`src/rtl/uart_tx_fsm.sv`:
```
// UART transmitter: start bit, DBIT data bits LSB-first, optional even parity, stop period.
// Bit timing comes from an internal divider producing 16 oversample ticks per bit.
module uart_tx_fsm #(
    parameter int DBIT    = 8,
    parameter int SB_TICK = 16,
    parameter int CLK_DIV = 163,
    parameter int PAR_EN  = 0
) (
    input  logic       clk,
    input  logic       reset,
    input  logic       tx_start,
    input  logic [7:0] din,
    output logic       tx,
    output logic       tx_busy,
    output logic       tx_done_tick
);

    localparam int DW = $clog2(CLK_DIV);
    localparam int SW = $clog2((SB_TICK > 16) ? SB_TICK : 16);

    localparam logic [DW-1:0] DIV_LAST  = DW'(CLK_DIV - 1);
    localparam logic [SW-1:0] BIT_LAST  = SW'(15);
    localparam logic [SW-1:0] STOP_LAST = SW'(SB_TICK - 1);
    localparam logic [2:0]    N_LAST    = 3'(DBIT - 1);

    typedef enum logic [2:0] {
        IDLE   = 3'd0,
        START  = 3'd1,
        DATA   = 3'd2,
        PARITY = 3'd3,
        STOP   = 3'd4
    } state_t;

    state_t            state_r;
    logic [DW-1:0]     div_r;
    logic [SW-1:0]     s_cnt_r;
    logic [2:0]        n_cnt_r;
    logic [DBIT-1:0]   b_reg_r;
    logic              p_reg_r;
    logic              tx_reg_r;
    logic              busy_r;
    logic              s_tick_s;

    assign s_tick_s     = (div_r == DIV_LAST);
    assign tx_done_tick = (state_r == STOP) && s_tick_s && (s_cnt_r == STOP_LAST);
    assign tx           = tx_reg_r;
    assign tx_busy      = busy_r;

    // Frame sequencer: divider, counters, shift/parity registers and registered line/busy outputs.
    always_ff @(posedge clk or negedge reset) begin
        if (!reset) begin
            state_r  <= IDLE;
            div_r    <= '0;
            s_cnt_r  <= '0;
            n_cnt_r  <= 3'd0;
            b_reg_r  <= '0;
            p_reg_r  <= 1'b0;
            tx_reg_r <= 1'b1;
            busy_r   <= 1'b0;
        end else begin
            // Divider idles at zero so a frame always starts on a fresh tick phase.
            if ((state_r == IDLE) || s_tick_s) begin
                div_r <= '0;
            end else begin
                div_r <= div_r + 1'b1;
            end

            case (state_r)
                IDLE: begin
                    tx_reg_r <= 1'b1;
                    if (tx_start) begin
                        b_reg_r  <= din[DBIT-1:0];
                        s_cnt_r  <= '0;
                        n_cnt_r  <= 3'd0;
                        p_reg_r  <= 1'b0;
                        tx_reg_r <= 1'b0;
                        busy_r   <= 1'b1;
                        state_r  <= START;
                    end
                end
                START: begin
                    if (s_tick_s) begin
                        if (s_cnt_r == BIT_LAST) begin
                            s_cnt_r  <= '0;
                            tx_reg_r <= b_reg_r[0];
                            state_r  <= DATA;
                        end else begin
                            s_cnt_r <= s_cnt_r + 1'b1;
                        end
                    end
                end
                DATA: begin
                    if (s_tick_s) begin
                        if (s_cnt_r == BIT_LAST) begin
                            s_cnt_r <= '0;
                            p_reg_r <= p_reg_r ^ b_reg_r[0];
                            b_reg_r <= b_reg_r >> 1;
                            if (n_cnt_r == N_LAST) begin
                                if (PAR_EN != 0) begin
                                    tx_reg_r <= p_reg_r ^ b_reg_r[0];
                                    state_r  <= PARITY;
                                end else begin
                                    tx_reg_r <= 1'b1;
                                    state_r  <= STOP;
                                end
                            end else begin
                                n_cnt_r  <= n_cnt_r + 3'd1;
                                tx_reg_r <= b_reg_r[1];
                            end
                        end else begin
                            s_cnt_r <= s_cnt_r + 1'b1;
                        end
                    end
                end
                PARITY: begin
                    if (s_tick_s) begin
                        if (s_cnt_r == BIT_LAST) begin
                            s_cnt_r  <= '0;
                            tx_reg_r <= 1'b1;
                            state_r  <= STOP;
                        end else begin
                            s_cnt_r <= s_cnt_r + 1'b1;
                        end
                    end
                end
                STOP: begin
                    if (s_tick_s) begin
                        if (s_cnt_r == STOP_LAST) begin
                            s_cnt_r <= '0;
                            busy_r  <= 1'b0;
                            state_r <= IDLE;
                        end else begin
                            s_cnt_r <= s_cnt_r + 1'b1;
                        end
                    end
                end
                default: begin
                    s_cnt_r  <= '0;
                    n_cnt_r  <= 3'd0;
                    tx_reg_r <= 1'b1;
                    busy_r   <= 1'b0;
                    state_r  <= IDLE;
                end
            endcase
        end
    end

endmodule
```
`config.mk`:
```
export PLATFORM = sky130hd
export DESIGN_NAME = uart_tx_fsm
export DESIGN_NICKNAME = d
export VERILOG_FILES = /design/src/rtl/uart_tx_fsm.sv
export SDC_FILE = /design/constraint.sdc
export NUM_CORES = 1
export LEC_CHECK = 0
export CAP_MARGIN = 20
export CORE_UTILIZATION = 40
export DETAILED_ROUTE_END_ITERATION = 12
export PLACE_DENSITY = 0.7
export SLEW_MARGIN = 20
export SYNTH_ARGS = -nofsm -noshare
export SYNTH_HDL_FRONTEND = slang
export SYNTH_SLANG_ARGS = --single-unit
export TNS_END_PERCENT = 20
```
`constraint.sdc`:
```
create_clock -name clk -period 1.61 [get_ports clk]
set_input_delay 0.322 -clock clk [delete_from_list [all_inputs] [get_ports clk]]
set_output_delay 0.322 -clock clk [all_outputs]
set_load 0.05 [all_outputs]
```
==> key figures <==
Status
  • Status: finished with violations
  • Failing checks: setup timing

Worst setup path
  • Worst EP arrival: between 1.5 and 2 ns
  • Crit-path max FO: 2
  • Worst path slowest cell: dfrtp_1
  • CP Cell Sequence: inv_1, ha_1, and4bb_4, buf_12, nand3_4, nor2_4, buf_12
  • CP peak stage delay: roughly 0.4 ns
  • FF-to-FF path depth: 8
  • Worst Setup Path Type: flip-flop to output port
  • CP Launch Type: flip-flop
  • WP data required: roughly 1.3 ns
  • Most used cell, CP: buf_12
  • Crit. End Element: output port

STA
  • Fmax: around 0.53 GHz
  • Final setup violation count: 17
  • Unrepaired setup endpoints after global routing: true
  • Pins Over Slew Limit: 0
  • Final Hold Vio Count: 0
  • Tcrit/Tclk final: 116%
  • Hold WS: between 0.4 and 0.5 ns
  • Final clock skew: 0.00341 ns
  • Max transition margin: 76.3%
  • Final worst setup slack: -0.265 ns
  • Final min period: approximately 1.9 ns
  • Worst Tran Pin Value: 0.353 ns

Power
  • Gate power share: about a third
  • Switch Pwr: between 500 and 600 uW
  • LEAKAGE: 0.982 nW
  • Clock share of power: about a fifth
  • Peak VDD IR: a little over 600 uV
  • Internal power: ~1.5 mW
  • Power per cell area: 957 mW/mm2
  • Sw Ratio: roughly 28%
  • Flop pwr share: 47.5%

Floorplan
  • Cell Rows: 22
  • Starting Density: between 40% and 50%
  • Die X: approximately 64 um
  • Die height: approximately 64 um
  • Core area: between 0.003 and 0.004 mm2
  • Die area: approximately 0.004 mm2
  • # IOs: 14

Global routing
  • Vias in the first global route: 1212
  • Total grt overflow: 0
  • Initial antenna violation count: 0
  • Largest net degree at the start of global routing: 29
  • First-pass GRT wire length: roughly 5300 um
  • Tot GR Track Use: 16.8%

Finish
  • Final nets: 204
  • Final core utilization: approximately 58%
  • Non-filler cells in the finished layout: around 240
  • Layout area overhead: 38.3%
  • Ratio of cells with drive above 1 in the final layout: between 30% and 40%
  • ANT cells: 0
  • Fin area: approximately 0.0021 mm2

CTS
  • Clk_lat worst skew: between 0.2 and 0.3 ns
  • Clk root buf: clkbuf_8
  • Num CTS Buffers: 3
  • CTS tree: built
  • Clock-pin slew on the worst setup and hold paths: around 0.09 ns
  • Longest Clk Path Bufs: 2
  • Hold buffers post-CTS: 0
  • Sink Count: 28
  • CTS H-tree lvls: 1

Synthesis
  • Synth Net Count: approximately 160
  • Synth cell types: between 40 and 50
  • Cells after Synth: 139
  • Sequential share of the synthesized area: 45.5%
  • Synth top area share: 43.8%
  • YS warnings: 0
  • Number of synthesized flops with an enable pin: 0
  • Synth Register Bits: 28
  • Synth Cell Area: 0.00154 mm2
  • Area leader, netlist: dfrtp_1
  • Asr flop ratio synth: 100%
  • Avg Inst Size Synth: between 10 and 15 um2
  • Area contributors post-synth: dfrtp_1 44%, mux2_4 6.8%, mux2_2 5.1%
  • Top FF cell, synth: dfrtp_1

Worst hold path
  • Hold crit path type: primary input to asynchronous set/reset pin

Placed design
  • Post-Place Cells: ~230
  • Pre-CTS WS: -0.144 ns
  • HPWL after DPL: 2390 um
  • Area after DPL: slightly above 0.002 mm2
  • Final Wtd Congestion: 0.855
  • Port Buf Inserts: 13

Route
  • Iteration-0 DRC Markers: 22
  • Total routed wirelength: about 3000 um
  • Final ANT Viol Nets: 0
  • Vias/cell: around 5.1
  • Vias: around 1200
  • # DRC: 0
  • Pre-antenna DRT Iters: 4
  • Wire length per cell: about 13 um

Flow run
  • Max Cap Violations: 0
[final cells by class]
| type | count | area, um2 |
|---|---|---|
| Fill cell | 326 | 1560 |
| Inverter | 2 | 7.51 |
| Tap cell | 48 | 60.1 |
| Sequential cell | 28 | 702 |
| Multi-Input combinational cell | 105 | 847 |
| Clock buffer | 4 | 55.1 |
| Timing Repair Buffer | 48 | 460 |
[state kept, by name, summed over array words and instances, names as in the netlist]
register,count
b_reg_r,8
tx_busy,1
n_cnt_r,3
s_cnt_r,4
div_r,8
tx,1
state_r,3
[cells in the final DEF (no fill, tap or decap), types with 2 or more instances in the layout]
| cell | n |
|---|---|
| a21o_1 | 2 |
| a32o_1 | 3 |
| buf_4 | 32 |
| mux2_4 | 7 |
| o21ai_2 | 2 |
| nor3_1 | 4 |
| nand2b_1 | 4 |
| xor2_1 | 4 |
| inv_1 | 2 |
| buf_12 | 6 |
| clkbuf_8 | 4 |
| nand2_1 | 6 |
| ha_1 | 5 |
| o21ai_0 | 3 |
| clkdlybuf4s50_1 | 10 |
| nor2_1 | 16 |
| nand3_1 | 4 |
| nor2_4 | 2 |
| xnor2_1 | 4 |
| a21oi_1 | 4 |
| and3_1 | 3 |
| nand3b_1 | 2 |
| o21ai_1 | 3 |
| dfrtp_1 | 27 |
| mux2i_1 | 2 |
| mux2_2 | 7 |
[critical path: cells and delay by family, from the launching register on]
family	cells	cell delay (ns)
fa+ha+maj	1	0.14
buf+inv	3	0.30
flops	1	0.39
simple gates	3	0.45
[kinds of logic (layout without fill, tap and decap cells)]
kind of cell / count (synthesis) / count (layout) / share of synthesized area, %
adders and majority gates: 5 / 5 / 4.06
and+or+nand+nor: 53 / 53 / 20.1
DFF: 28 / 28 / 45.5
xor gates and xnor gates: 8 / 8 / 4.54
AOI/OAI and AO/OA: 23 / 23 / 9.98
buffers and inverters: 6 / 54 / 2.52
muxes: 16 / 16 / 13.2
[routing by layer]
layer  track usage (%)  part of all wire [%]
met1              21.5                    45
met2              27.8                    51
met3              2.50                   2.8
met4              7.95                   1.8
met5                 0                     0
[Yosys cell counts, drive strengths merged (2+ instances only)]
| cell | count |
|---|---|
| dfrtp | 27 |
| nor2 | 18 |
| mux2 | 14 |
| o21ai | 8 |
| nand2 | 7 |
| ha | 5 |
| nand3 | 5 |
| a21oi | 4 |
| and3 | 4 |
| nand2b | 4 |
| nor3 | 4 |
| xnor2 | 4 |
| xor2 | 4 |
| a32o | 3 |
| buf | 3 |
| a21o | 2 |
| and2 | 2 |
| inv | 2 |
| mux2i | 2 |
| nand3b | 2 |
| nor3b | 2 |
[stage by stage]
| stage | total power, mW | TNS, ns |
|---|---|---|
| 2_1_floorplan | 1.33 | -0.749 |
| 3_3_place_gp | 1.58 | -1.17 |
| 3_5_place_dp | 1.61 | -1.58 |
| 4_1_cts | 2.05 | -3.30 |
| 5_1_grt | 2.17 | -4.42 |
| 6_report | 2.04 | -3.13 |
[path summary, 6_finish.rpt]
kind	from	end	slack [ns]
max	div_r[0]	tx_done_tick	-0.26
min	reset	div_r[5]	0.41
max reg2reg	div_r[0]	b_reg_r[3]	-0.25
min reg2reg	b_reg_r[0]	b_reg_r[0]	0.52
max in group asynchronous	reset	tx	0.90
min in group clk	b_reg_r[0]	b_reg_r[0]	0.52
[timing repair]
action,CTS,global route
pin swaps,3,1
setup buffers,3,0
gates resized for setup,4,8
setup endpoints to repair,14,27
[power groups by stage]
stage,sequential [mW],clock (mW),combinational (mW)
after floorplan,1.02,0,0.315
after global placement,0.974,0,0.607
after detailed placement,0.980,0,0.635
after CTS,0.973,0.443,0.634
after global routing,0.992,0.468,0.710
final,0.970,0.429,0.641
Note: power is estimated with default switching activity, not from simulation.
